## src/rtl/spi_tx_arbiter.sv

```systemverilog
// Round-robin arbiter that merges several SPI word streams onto one transmitter.
// A grant is held for one frame, a burst limit, or until the owner goes idle.
module spi_tx_arbiter #(
  parameter int p_data_width   = 8,
  parameter int p_num_req      = 4,
  parameter int p_max_burst    = 4,
  parameter int p_idle_timeout = 16
) (
  input  logic                              clk,
  input  logic                              a_rst,
  input  logic [p_num_req-1:0]              req_valid,
  input  logic [p_num_req*p_data_width-1:0] req_data,
  input  logic [p_num_req-1:0]              req_last,
  output logic [p_num_req-1:0]              req_ready,
  output logic                              tx_valid,
  output logic [p_data_width-1:0]           tx_data,
  input  logic                              tx_ready,
  output logic [p_num_req-1:0]              grant,
  output logic                              busy
);

  localparam int IW = $clog2(p_num_req);
  localparam int BW = $clog2(p_max_burst + 1);
  localparam int TW = $clog2(p_idle_timeout + 1);
  localparam logic [BW-1:0] MAXB = BW'(p_max_burst);
  localparam logic [TW-1:0] TOUT = TW'(p_idle_timeout);
  localparam logic [IW-1:0] LASTIDX = IW'(p_num_req - 1);

  typedef enum logic [1:0] {
    IDLE,
    GRANT,
    GAP
  } state_t;

  state_t               state;
  logic [IW-1:0]        rr_ptr;
  logic [IW-1:0]        g_idx;
  logic [p_num_req-1:0] grant_q;
  logic                 busy_q;
  logic [BW-1:0]        beat_cnt;
  logic [TW-1:0]        to_cnt;

  logic                 pick_found;
  logic [IW-1:0]        pick_idx;
  logic [p_num_req-1:0] pick_oh;
  logic                 sel_valid;
  logic                 sel_last;
  logic                 in_grant;
  logic                 beat;
  logic [BW-1:0]        beat_nxt;
  logic [TW-1:0]        to_nxt;
  logic [IW-1:0]        rr_nxt;

  // First requesting index at or above rr_ptr, wrapping around.
  always_comb begin : pick_blk
    int j;
    j          = 0;
    pick_found = 1'b0;
    pick_idx   = '0;
    pick_oh    = '0;
    for (int k = 0; k < p_num_req; k++) begin
      j = int'(rr_ptr) + k;
      if (j >= p_num_req) j = j - p_num_req;
      if (!pick_found && req_valid[j]) begin
        pick_found = 1'b1;
        pick_idx   = IW'(j);
        pick_oh[j] = 1'b1;
      end
    end
  end

  assign in_grant  = (state == GRANT);
  assign sel_valid = |(req_valid & grant_q);
  assign sel_last  = |(req_last & grant_q);
  assign tx_valid  = in_grant & sel_valid;
  assign beat      = tx_valid & tx_ready;
  assign beat_nxt  = beat_cnt + BW'(1);
  assign to_nxt    = to_cnt + TW'(1);
  assign rr_nxt    = (g_idx == LASTIDX) ? '0 : g_idx + IW'(1);

  always_comb begin
    tx_data   = '0;
    req_ready = '0;
    if (in_grant) begin
      req_ready = grant_q & {p_num_req{tx_ready}};
      for (int i = 0; i < p_num_req; i++) begin
        if (grant_q[i]) tx_data = req_data[i*p_data_width +: p_data_width];
      end
    end
  end

  assign grant = grant_q;
  assign busy  = busy_q;

  always_ff @(posedge clk or posedge a_rst) begin
    if (a_rst) begin
      state    <= IDLE;
      rr_ptr   <= '0;
      g_idx    <= '0;
      grant_q  <= '0;
      busy_q   <= 1'b0;
      beat_cnt <= '0;
      to_cnt   <= '0;
    end else begin
      unique case (state)
        IDLE: begin
          beat_cnt <= '0;
          to_cnt   <= '0;
          if (pick_found) begin
            state   <= GRANT;
            grant_q <= pick_oh;
            g_idx   <= pick_idx;
            busy_q  <= 1'b1;
          end
        end
        GRANT: begin
          if (beat) begin
            beat_cnt <= beat_nxt;
            to_cnt   <= '0;
            if (sel_last || (beat_nxt == MAXB)) begin
              state   <= GAP;
              grant_q <= '0;
              rr_ptr  <= rr_nxt;
            end
          end else if (!sel_valid) begin
            to_cnt <= to_nxt;
            if (to_nxt == TOUT) begin
              state   <= GAP;
              grant_q <= '0;
              rr_ptr  <= rr_nxt;
            end
          end
        end
        GAP: begin
          state  <= IDLE;
          busy_q <= 1'b0;
        end
        default: begin
          state   <= IDLE;
          grant_q <= '0;
          busy_q  <= 1'b0;
        end
      endcase
    end
  end

endmodule

```

## config.mk

```make
export PLATFORM = sky130hd
export DESIGN_NAME = spi_tx_arbiter
export DESIGN_NICKNAME = d
export VERILOG_FILES = /design/src/rtl/spi_tx_arbiter.sv
export SDC_FILE = /design/constraint.sdc
export NUM_CORES = 1
export LEC_CHECK = 0
export ABC_AREA = 1
export CAP_MARGIN = 20
export CORE_UTILIZATION = 49
export CTS_CLUSTER_DIAMETER = 100
export DETAILED_ROUTE_END_ITERATION = 8
export GPL_ROUTABILITY_DRIVEN = 0
export PLACE_DENSITY = 0.86
export SLEW_MARGIN = 5
export SYNTH_ARGS = -nofsm -noshare
export SYNTH_HDL_FRONTEND = slang
export SYNTH_SLANG_ARGS = --single-unit
```

## constraint.sdc

```tcl
create_clock -name clk -period 4.49 [get_ports clk]
set_clock_uncertainty 0.1 [all_clocks]
set_input_delay 0.898 -clock clk [delete_from_list [all_inputs] [get_ports clk]]
set_output_delay 0.898 -clock clk [all_outputs]
set_load 0.01 [all_outputs]
```

# After elaboration in Yosys (flattened, before gate mapping)
# Cells that the tools add are included.
dict set report word_totals {
  register_bits 19
  input_bits 43
  out_inout_bits 18
}
dict set report op_classes {
  add_sub_neg 10
  order_cmp 12
  n_eq_ne 12
  n_mux 66
  bitwise_logic 10
  reduce_logical 23
}
# operator n
set op_table {}
lappend op_table {{greater-or-equal comparator 32 x 1 -> 1 bit (second input constant)} 4}
lappend op_table {{less-than comparator 32 x 4 -> 1 bit (second input constant)} 4}
lappend op_table {{2-to-1 mux 32 bit} 4}
lappend op_table {{2-to-1 mux 4 bit} 10}
lappend op_table {{2-to-1 mux 8 bit} 5}
lappend op_table {{2-to-1 mux 2 bit} 14}
lappend op_table {{2-to-1 mux 1 bit} 17}
lappend op_table {{bitwise AND 4 bit} 3}
lappend op_table {{OR 4 bit} 3}
lappend op_table {{one-hot mux 4 bit (3 select lines)} 1}
lappend op_table {{subtractor 3 x 3 -> 4 bit (second input constant)} 3}
lappend op_table {{2-to-1 mux 5 bit} 2}
lappend op_table {{one-hot mux 5 bit (2 select lines)} 1}
lappend op_table {{greater-or-equal comparator 3 bit (second input constant)} 3}
lappend op_table {{binary-select mux 1 bit (select 2 bit)} 4}
lappend op_table {{demux 1 bit (select 2 bit)} 4}
lappend op_table {{AND reduction 2 bit} 4}
lappend op_table {{AND reduction 4 bit} 2}
lappend op_table {{OR reduction 4 bit} 2}
lappend op_table {{logical AND 1 bit} 7}
lappend op_table {{adder 2 x 2 -> 3 bit (second input constant)} 2}
lappend op_table {{inequality test 2 x 1 -> 1 bit (second input constant)} 3}
lappend op_table {{inequality test 3 x 2 -> 1 bit (second input constant)} 2}
lappend op_table {{one-hot mux 3 bit (2 select lines)} 1}
lappend op_table {{other kinds (22)} 28}

# Depth between registers and ports, before layout
# Gate-level depths: netlist of run 1.
dict set report depth {
  depth_word 17
  depth_mapped 12
  ltp_nobuf 12
}

# Worst setup path before layout of run 1
# No wires, ideal clock.
dict set report synth_timing {
  path_type {input -> output}
  start {input req_data[8]}
  end {output tx_data[0]}
  t_arrival_ps 1390
  required_time_ps 3492
  path_slack_ps 2102
  path_stages 4
  n_path_buf 0
  path_cell_list {nor2_1 -> o31ai_1 -> o21ai_0 -> nor2_1}
}
dict set report synth_via {
  elab_chain_cells 4
}
# element line
set synth_rtl {}
lappend synth_rtl {{start: declaration} 12} ;# input logic [p_num_req*p_data_width-1:0] req_data,
lappend synth_rtl {{2-to-1 mux 8 bit (3 in a row)} 87} ;# if (grant_q[i]) tx_data = req_data[i*p_data_width +: p_data_width];
lappend synth_rtl {{2-to-1 mux 8 bit} 84} ;# if (in_grant) begin
lappend synth_rtl {{end: declaration} 16} ;# output logic [p_data_width-1:0] tx_data,
# No other way between the ends.

# Final worst setup path of run 1
dict set report layout_timing {
  start {input req_valid[3]}
  end {output tx_valid}
}
dict set report layout_via {
  elab_chain_cells 3
}
# element line
set layout_rtl {}
lappend layout_rtl {{start: declaration} 11} ;# input logic [p_num_req-1:0] req_valid,
lappend layout_rtl {{bitwise AND 4 bit} 73} ;# assign sel_valid = |(req_valid & grant_q);
lappend layout_rtl {{OR reduction 4 bit} 73}
lappend layout_rtl {{bitwise AND 1 bit} 75} ;# assign tx_valid = in_grant & sel_valid;
lappend layout_rtl {{end: declaration} 15} ;# output logic tx_valid,
# No other way between the ends.

==> flow_summary.ini, run 1 <==
[status]
status = complete, no violations

[global_route]
grt_max_degree = 22
overflow = 0
grt_pass1_vias = 1833
grt.total_usage_pct = 24.93
grt_pass1_wl_mm = 7.914
antenna_found_initial = 0

[drt]
drt-met1-wl_mm = 2.189
drc = 0
drt_first_iter_violations = 147
wirelength_mm = 4.651
highest_layer = met4
routed-wl-met3_um = 352
dr_wl_met2_mm = 2.049
firstDrtPassIters = 4
wl_per_cell_um = 12.44
via_count = 1944
antenna_left = 0
vias_per_cell = 5.198

[critical_path]
worstSetupEndpointType = output port
critPathMostFrequentCell = nand2_1
slowest_stage = clkdlybuf4s50_1
cpPeakStageDelay_ns = 0.54
r2r_setup_slack_ns = 2.22
start_kind = input port
crit_family = buffers and inverters
critical_path_class = in2out
cp_cell_sequence = clkdlybuf4s50_1, nand2_1, nand2_1, inv_1, nand2_1, nand2_1, inv_1, clkdlybuf4s50_1
path_buf_inv = 4
arrival_ns = 2.47
required_ns = 3.49
cp_max_fo = 4

[logic_synthesis]
synth_top_cell_area_share_pct = 26.84
yosys.area.top_type = dfrtp_1
syn-instance-count = 270
synth_fa_ha_area_share_pct = 6.356
yosys.area_share.simple_pct = 39.62
synthesis.nets = 322
synth-xor-area-share_pct = 0.4944
ys_ff_latch = 19
ys_top_cells_by_area = dfrtp_1 (27%), nand2_1 (15%), a21oi_1 (6.8%), ha_1 (6.4%), nor2_1 (6.4%)
yosysSeqAreaShare_pct = 26.84
synth_edf_count = 0
async_reset_ff_share_pct = 100.0
avgSynthCellArea_um2 = 6.562
yosys_warnings = 0
ys.flop_type = dfrtp_1
syn_area_um2 = 1772
synth_compound_area_share_pct = 18.15
yosysMostFrequentCell = nand2_1
yosysUniqueCellTypes = 28
synth_mux_area_share_pct = 0.5650
ys_top_cells_by_count = nand2_1 (73), nor2_1 (30), inv_1 (26)
synth_top_family_by_area = simple AND/OR/NAND/NOR gates

[clock_network]
root_buffer = clkbuf_4
post_cts_buffers = 0
cts_tree = done
cts_buffers = 3
cts.repair.resized = 0
cts.sinks = 19
clk_pin_slew_ns = 0.12
cts_buffer_depth = 2
cts_hold_buffers = 0
clock_latency_ns = 0.31
htree_levels = 1

[power]
peakVddDrop_mv = 0.4120
p_leak_nw = 1.155
power_mw = 1.424
p_per_area_nw_per_um2 = 586.3

[placed_design]
detailed_place_hpwl_mm = 3.536
portBuffers = 60
placed_cell_area_um2 = 2401
dp.cells = 370

[sta]
hold_violations = 0
finalCritPeriodShare_pct = 77.14
min_period_ns = 3.464
fmax_mhz = 288.7
tightest_slew_ns = 0.6947
finalSetupViolCount = 0
fin_tns_setup_ns = 0
maxSlewViolCount = 0
maxSlewHeadroom_pct = 53.64
rsz0062_at_grt = false

[layout]
antenna_cells = 0
area_growth_pct = 37.08
design_area_um2 = 2429
instances_no_fill = 374
num-fill-cells = 283
drive_gt1_share_pct = 7.927
fin_nets = 381

[floorplan]
dieWidth_um = 62.13
ios = 61
rows = 21
start_util_pct = 52.27
core_um2 = 3390
chipHeight_um = 62.13
die_area_um2 = 3860

[worst_hold_path]
hp-class = reg2reg

[run]
drv_cap = 0
==> layout make-up <==
| class | count | area, um2 | area share (%) |
|---|---|---|---|
| multi-input combinational | 215 | 1155 | 47.55 |
| timing repair buffer | 60 | 600.6 | 24.73 |
| sequential | 19 | 475.5 | 19.58 |
| inverter | 30 | 112.6 | 4.637 |
| tap | 46 | 57.56 | 2.370 |
| clock buffer | 3 | 22.52 | 0.9274 |
| clock inverter | 1 | 5.005 | 0.2061 |
==> cell families (layout without fill, tap and decap cells) <==
family          after synthesis  after routing
mux                           1              1
fa+ha+maj                     9              9
xor+xnor                      1              1
flops                        19             19
buf+inv                      36             94
compound gates               56             56
simple gates                148            148
==> stage by stage <==
stage	hold slack, ns	util, %	setup WS (ns)
5_1_grt	0.4458	71.65	0.8900
2_1_floorplan	0.3528	-	2.102
6_report	0.4031	71.65	1.026
3_3_place_gp	0.3743	70.84	1.045
3_5_place_dp	0.3738	70.84	1.017
4_1_cts	0.4059	71.65	1.008
==> metal layers <==
metal,GRT usage [%],vias to the layer above
met3,3.493,5
met5,0,-
met1,32.56,865
li1,-,1009
met2,42.31,65
met4,8.140,0
==> state kept, by name, summed over array words and instances, names as in the netlist <==
register,flops
grant,4
to_cnt,5
rr_ptr,2
g_idx,2
state,2
busy,1
beat_cnt,3
==> worst paths after layout <==
path                         startpoint        end  cells after the start
setup reg to reg              rr_ptr[0]   g_idx[1]                     12
min in group asynchronous         a_rst       busy                      2
hold / removal                 g_idx[1]   g_idx[1]                      2
max in group asynchronous         a_rst  to_cnt[4]                      2
setup / recovery           req_valid[3]   tx_valid                      8
hold reg to reg                g_idx[1]   g_idx[1]                      2
==> tightest hold or removal path: cells and delay by family, from the launching register on <==
kind             cells  cell delay [ns]
and+or+nand+nor      2             0.11
DFF                  1             0.37
==> cells in the final DEF (no fill, tap or decap), types with 2 or more instances in the layout <==
| master | netlist | routed |
|---|---|---|
| o21ai_0 | 15 | 15 |
| ha_1 | 9 | 9 |
| clkbuf_4 | 0 | 3 |
| a21oi_1 | 24 | 24 |
| nor3_1 | 2 | 2 |
| nand2_2 | 5 | 5 |
| a21boi_0 | 4 | 4 |
| nand4_1 | 7 | 7 |
| dfrtp_1 | 19 | 19 |
| inv_1 | 26 | 26 |
| nand3_1 | 18 | 18 |
| nor2_2 | 2 | 2 |
| nor2_1 | 30 | 30 |
| o31ai_1 | 9 | 9 |
| inv_2 | 3 | 3 |
| nand3_2 | 5 | 5 |
| nand2_4 | 4 | 4 |
| nand2_1 | 73 | 73 |
| clkdlybuf4s50_1 | 0 | 60 |
==> where the power goes <==
part	total [mW]	switching (mW)	internal [mW]
clock network	0.0925	0.0591	0.0334
logic	1.01	0.596	0.412
registers	0.324	0.0972	0.227
(Power assumes the default switching activity.)
==> run 2: changes to the inputs <==
CORE_UTILIZATION = 46   (was 49)
PLACE_DENSITY = 0.81   (was 0.86)
clock period = 3.5 ns   (was 4.49 ns; I/O delays follow)
==> run 2 against run 1 <==
  * Count of clock-buffer cells in the layout is 1 higher
  * First-iteration DRC count decreased by 30%
  * Die area is 6.3% higher
  * Power is 31% higher
  * Utilization decreased by 5.1 points
  * Sequential share of layout area fell by 0.22 points
  * Sequential cell count unchanged
  * Setup slack got worse by 0.63 ns
  * Global-route usage is 0.84 points lower
  * Hold slack got worse by 0.016 ns
  * Via count up 2.6%
  * Non-clock buffer count is 1 higher
  * Highest routed layer unchanged
==> flow_summary.ini, run 2 (synthesized netlist as in run 1, its figures left out) <==
[clock_network]
cts.repair.resized = 0
cts_hold_buffers = 0
clock_latency_ns = 0.26
cts_buffers = 3
htree_levels = 1
post_cts_buffers = 0
cts_tree = done
clk_pin_slew_ns = 0.07
root_buffer = clkbuf_8
cts.sinks = 19
cts_buffer_depth = 2

[global_route]
overflow = 0
grt_max_degree = 22
grt.total_usage_pct = 24.09
grt_pass1_wl_mm = 7.831
grt_pass1_vias = 1736
antenna_found_initial = 0

[critical_path]
r2r_setup_slack_ns = 1.27
required_ns = 2.70
start_kind = input port
arrival_ns = 2.30
r2r-end = grant[2]
ff2ff_path_depth = 10
worstSetupEndpointType = output port
critical_path_class = in2out
cp_max_fo = 4
reg2reg_from = rr_ptr[0]

[sta]
setup_ws_ns = 0.3988
worst_hold_slack_ns = 0.3867
finalCritPeriodShare_pct = 88.60
fin_tns_setup_ns = 0
rsz0062_at_grt = false
tightest_slew_ns = 0.7145
min_period_ns = 3.101
finalSetupViolCount = 0
fmax_mhz = 322.5
hold_violations = 0
maxSlewViolCount = 0
maxSlewHeadroom_pct = 52.32

[layout]
regMostFlops = to_cnt
instances_no_fill = 377
final_common_cell = nand2_1
area_growth_pct = 38.63
antenna_cells = 0
fin_util_pct = 66.59
layout_common_cells = nand2_1 (73), clkdlybuf4s50_1 (60), nor2_1 (30), inv_1 (26), a21oi_1 (24)
drive_gt1_share_pct = 7.903
fin_nets = 382
largest_reg_flops = 5
num-fill-cells = 346

[drt]
wirelength_mm = 4.763
firstDrtPassIters = 4
via_count = 1994
antenna_left = 0
wl_per_cell_um = 12.63
drc = 0
vias_per_cell = 5.289
drt_first_iter_violations = 103

[floorplan]
core_um2 = 3689
dieWidth_um = 64.06
ios = 61
chipHeight_um = 64.06
die_area_um2 = 4104
start_util_pct = 48.03
rows = 22

[power]
p_per_area_nw_per_um2 = 761.9
p_sw_share_pct = 51.63
p_seq_share_pct = 21.7
p_comb_share_pct = 70.0
p_sw_uw = 966.2
p_leak_nw = 1.165
power_frac_clock_pct = 8.3
p_int_uw = 905.2
peakVddDrop_mv = 0.5267

[run]
drv_cap = 0

[worst_hold_path]
hp-start = g_idx[1]
hold_depth = 2
whs_endpoint = g_idx[1]
hp-class = reg2reg

[placed_design]
pre_cts_ws_ns = 0.4206
portBuffers = 60
dp.cells = 373
detailed_place_hpwl_mm = 3.595

[status]
status = complete, no violations
## run 2: cell count changes in the layout (fill, tap and decap cells not counted)
cell	before	now
buf_4	0	1
clkbuf_1	0	1
clkbuf_4	3	0
clkbuf_8	0	3
clkinv_2	1	0
## run 2: worst max-delay path: stages
cell and delay (ns):
clkdlybuf4s50_1 0.56, nand2_1 0.07, nand2_1 0.07, inv_1 0.04, nand2_1 0.15, nand2_1 0.12
inv_1 0.06, clkdlybuf4s50_1 0.52
## run 2: layout make-up
cell class                 count  area [um2]  area share, %
timing repair buffer          61       608.1          24.76
inverter                      30       112.6          4.585
sequential                    19       475.5          19.36
tap                           48       60.06          2.445
clock buffer                   4       45.04          1.834
multi-input combinational    215        1155          47.02
## run 2: worst max path at each step
stage / start / end / slack (ns) / cells after the start
floorplan: grant[1] / tx_data[0] / 1.47 / 6
global placement: req_valid[2] / tx_valid / 0.45 / 8
detailed placement: req_valid[3] / tx_valid / 0.42 / 8
CTS: req_valid[3] / tx_valid / 0.41 / 8
global route: req_valid[2] / tx_valid / 0.29 / 8
finish: req_valid[3] / tx_valid / 0.40 / 8
## run 2: layer usage
layer	GRT usage, %	part of all wire (%)	vias up
met5	0	0	-
met1	32.89	49	900
met3	2.857	6.3	9
met2	39.10	43	71
met4	8.239	1.8	0
li1	-	-	1014
## run 2: power groups by stage
| stage | combinational [mW] | clock [mW] | sequential [mW] |
|---|---|---|---|
| after global routing | 1.47 | 0.170 | 0.420 |
| after detailed placement | 1.30 | 0 | 0.408 |
| after global placement | 1.28 | 0 | 0.407 |
| final | 1.31 | 0.156 | 0.406 |
| after CTS | 1.31 | 0.159 | 0.404 |
| after floorplan | 0.923 | 0 | 0.367 |
## run 2: metrics by stage
step	instance area, um2	total power, mW
2_1_floorplan	1772	1.290
3_3_place_gp	2411	1.690
3_5_place_dp	2411	1.709
4_1_cts	2456	1.871
5_1_grt	2456	2.059
6_report	2456	1.871
==> run 3: changes to the inputs <==
HOLD_SLACK_MARGIN = 0.08   (was not set)
==> results of run 3 <==
Same layout as run 2: the final DEF is identical, and so are final timing and power.
==> RTL change 1, RTL diff (config.mk and constraints of run 1) <==
Re-encode `state_t` (3 states) as one-hot, 3 bits wide.
--- a/src/rtl/spi_tx_arbiter.sv
+++ b/src/rtl/spi_tx_arbiter.sv
@@ -27,8 +27,8 @@
   localparam logic [IW-1:0] LASTIDX = IW'(p_num_req - 1);
 
-  typedef enum logic [1:0] {
-    IDLE,
-    GRANT,
-    GAP
+  typedef enum logic [2:0] {
+    IDLE  = 3'b001,
+    GRANT = 3'b010,
+    GAP   = 3'b100
   } state_t;
 
Behaviour: no difference found for any inputs over 4 cycles, from zero or initial values and one cycle with a_rst high; so few cycles prove little.
==> RTL change 1 against run 1 <==
  * Sequential cell count increased by 1
  * Sequential power down 5%
  * Final area up 6.3%
  * Total power is 6.8% lower
  * Count of clock-buffer cells in the layout up 1
  * Wire length up 7.6%
  * Setup slack worse by 0.048 ns
  * Largest cell class unchanged
  * Area after synthesis rose by 7.1%
  * Critical path depth down 2
  * Highest routed layer unchanged
==> RTL change 1: results (changes against run 1) <==
initial DRC count 119 (-19%); Unique masters post-synth 31 (+11%); Worst Max-Slew Pin Slew 0.751 ns (+0.0559 ns); layout cells sized above 1 10.6% (+2.7 points); fillcell total 327 (+16%); clk pwr 0.138 mW (+49%); vias per cell 5.29 (+1.8%); mux share of post-synthesis cell area 0% (-0.56 points); Clock Pin Slew Worst Setup and Hold Paths 0.07 ns (-0.05 ns); FF-to-FF End grant[3]$_DFFE_PP0P_; worst reg2reg path depth 10 (-2); number of global-route vias before repair 1880 (+2.6%); WL final 5.00 mm (+7.6%); net count after synthesis 333 (+3.4%); Arr. time, crit path 2.51 ns (+0.04 ns); sequential fraction of the synthesis area 26.4% (-0.40 points); Seq pwr share 23.3% (+0.5 points); post-synthesis compound-gate area fraction 16.9% (-1.3 points); max reg flops 5 (unchanged); CP Launch Point req_data[7]; status finished, final reports clean; Leakage 1.22 nW (+5.3%); commonest cells in the synthesized netlist nand2_1 (75), o21ai_0 (28), inv_1 (24), nand3_1 (24); Area after DPL 0.00253 mm² (+5.3%); largest net degree at the start of global routing 21 (-4.5%); NetSw 0.685 mW (-8.8%); clk_lat worst skew 0.26 ns (-0.05 ns); Root Buffer clkbuf_8; Overall Global Routing Usage 25.8% (+0.83 points); worst setup path endpoint tx_data[7]; CP Max Fanout 1 (-3); post-DP HPWL 3.90 mm (+10%); first-pass GRT wire length 8.36 mm (+5.7%)
==> RTL change 1: cell types whose count changed in the layout (fill, tap and decap cells not counted), sizes merged, moves of 2 or more <==
cell	before	now
a21oi	24	22
nand2	82	90
nand3	23	29
nor2	33	27
o21ai	17	28
o31ai	9	1
==> RTL change 1: worst min-delay path by stage <==
stage | start | end | slack [ns] | cells after the start
after detailed placement | busy$_DFFE_PP0P_ | busy$_DFFE_PP0P_ | 0.38 | 1
after CTS | busy$_DFFE_PP0P_ | busy$_DFFE_PP0P_ | 0.41 | 1
after global routing | busy$_DFFE_PP0P_ | busy$_DFFE_PP0P_ | 0.43 | 1
after floorplan | g_idx[1]$_DFFE_PP0P_ | g_idx[1]$_DFFE_PP0P_ | 0.35 | 2
after global placement | g_idx[1]$_DFFE_PP0P_ | g_idx[1]$_DFFE_PP0P_ | 0.37 | 2
final | g_idx[1]$_DFFE_PP0P_ | g_idx[1]$_DFFE_PP0P_ | 0.40 | 2
==> RTL change 1: metrics by stage <==
step	power (mW)	setup WS [ns]	util, %	cells
global placement	1.17	0.982	68.5	383
finish	1.33	0.979	70.0	387
CTS	1.33	0.988	70.0	387
detailed placement	1.19	0.998	68.5	383
floorplan	0.934	2.12	-	281
global route	1.45	0.905	70.0	387
==> RTL change 1: tightest hold or removal path, delay by kind of cell, from the launching register on <==
kind / cells / cell delay, ns
flip-flops: 1 / 0.35
AND/OR/NAND/NOR: 2 / 0.11
==> RTL change 1: routing by layer <==
metal | wire, µm | GRT usage [%]
met5 | 0 | 0
met4 | 50 | 7.22
met3 | 417 | 5.18
met2 | 2290 | 45.0
met1 | 2250 | 31.8
==> RTL change 1: area by class of cell <==
class                   count  area share (%)
clock buffers               4            2.13
inverters                  30            4.65
multi-input cells         225            48.2
flip-flops and latches     20            19.4
well taps                  48            2.33
repair buffers             60            23.3
==> RTL change 2, RTL diff (config.mk and constraints of run 1) <==
Without the edit above. `p_data_width`: 8 -> 9.
--- a/src/rtl/spi_tx_arbiter.sv
+++ b/src/rtl/spi_tx_arbiter.sv
@@ -2,5 +2,5 @@
 // A grant is held for one frame, a burst limit, or until the owner goes idle.
 module spi_tx_arbiter #(
-  parameter int p_data_width   = 8,
+  parameter int p_data_width   = 9,
   parameter int p_num_req      = 4,
   parameter int p_max_burst    = 4,
Interface: changed (resized req_data and tx_data); port bits go from 61 to 66. No check against the original RTL was run, so the function may have changed too.
==> RTL change 2 against run 1 <==
  * Sequential power up 4%
  * Sequential cell count unchanged
  * Final area grew 0.98%
  * Wire length increased by 1.6%
  * Setup slack got worse by 0.039 ns
  * Area after synthesis is 1.1% lower
  * Count of clock-buffer cells in the layout increased by 1
  * Sequential share of layout area shrank 0.19 points
  * Via count increased by 4.9%
  * Total power down 1.9%
  * Core utilization is 0.70 points higher
  * Register-to-register slack improved by 0.05 ns
  * Non-clock buffer count grew 5
==> RTL change 2: results (changes against run 1) <==
CP Max Fanout 1 (-3); top cells by area, synth dfrtp_1 (27%), nand2_1 (15%), nor2_1 (7.5%); met1 usage 31.4% (-1.2 points); Setup WS pre-CTS 1.02 ns (+0.00596 ns); max reg flops 5 (unchanged); worst reg2reg path depth 10 (-2); fillcell total 281 (-0.71%); Seq power 0.337 mW (+4%); hold depth 2 (unchanged); final non-filler cell total 377 (+0.80%); initial DRC count 126 (-14%); Unique masters post-synth 29 (+3.6%); ant diodes 0 (unchanged); FF-to-FF End g_idx[1]$_DFFE_PP0P_; Max IR drop VDD 0.000430 V (+4.4%); CP max stage cell clkdlybuf4s50_1; post_cts resized 0 (unchanged); Final nets 388 (+1.8%); WHS Endpoint busy$_DFFE_PP0P_; I/O Buffers 65 (+8.3%); drt first pass iters 4 (unchanged); NetSw 0.721 mW (-4.1%); WL final 4.73 mm (+1.6%); first-pass GRT wire length 7.13 mm (-9.9%); commonest cells in the synthesized netlist nand2_1 (71), nor2_1 (35), a21oi_1 (24); Arr. time, crit path 2.50 ns (+0.03 ns); status finished, final reports clean; layout cells sized above 1 6.04% (-1.9 points); worst setup path endpoint tx_data[8]; Final min period 3.50 ns (+0.0386 ns); Avg Inst Size Synth 6.51 µm² (-0.76%); post-DP HPWL 3.61 mm (+2.0%); sw frac 51.7% (-1.1 points); CP Launch Point req_data[8]; Post-synth ARST share 100% (unchanged); initial antenna violation count 0 (unchanged); net count after synthesis 325 (+0.93%); Leakage 1.14 nW (-0.94%); number of global-route vias before repair 1652 (-9.9%); GRT met2 Usage 44.9% (+2.5 points); vias per cell 5.41 (+4.1%); Clock Pin Slew Worst Setup and Hold Paths 0.10 ns (-0.02 ns); M3 GR Usage 3.52% (+0.027 points); Reg with most FFs to_cnt; R2R setup slack 2.27 ns (+0.05 ns); hold slack 0.404 ns (+0.000777 ns); Synth Flop Type dfrtp_1; slowest stage delay, CP 0.59 ns (+0.05 ns); Syn. warnings 0 (unchanged); Area after DPL 0.00243 mm² (+1.0%); Cells after DPL 373 (+0.81%); sequential fraction of the synthesis area 27.1% (+0.31 points); Slew headroom 49.9% (-3.8 points); Worst Hold Class reg -> reg; largest net degree at the start of global routing 24 (+9.1%); clk_lat worst skew 0.29 ns (-0.02 ns); worst hold path startpoint busy$_DFFE_PP0P_; Clock H-tree levels 1 (unchanged); Overall Global Routing Usage 24.4% (-0.49 points)
RTL change 2: cell count changes in the layout (fill, tap and decap cells not counted), sizes merged, moves of 2 or more:
cell / delta
nand3: -3
inv: -5
clkdlybuf4s50: +5
nor2: +3
nor3: -2
o21bai: +2
RTL change 2: routing by layer:
metal  routed length [µm]  vias up
met1                 2140      935
met5                    0        -
li1                     -     1022
met2                 2200       81
met3                  379        2
met4                   11        0
RTL change 2: layout make-up:
cell class | count | area (µm²) | area share, %
tap | 46 | 57.6 | 2.35
timing repair buffer | 65 | 651 | 26.5
multi-input combinational | 218 | 1150 | 46.7
inverter | 25 | 96.3 | 3.93
sequential | 19 | 475 | 19.4
clock buffer | 4 | 26.3 | 1.07
RTL change 2: cells by family (layout without fill, tap and decap cells):
kind of cell	count (synthesis)	in the layout	synth area share, %
DFF	19	19	27.1
and+or+nand+nor	147	147	37.6
muxes	1	1	0.571
buffers and inverters	32	94	7.43
adders and majority gates	9	9	6.43
xor gates and xnor gates	1	1	0.500
AOI/OAI and AO/OA	60	60	20.3
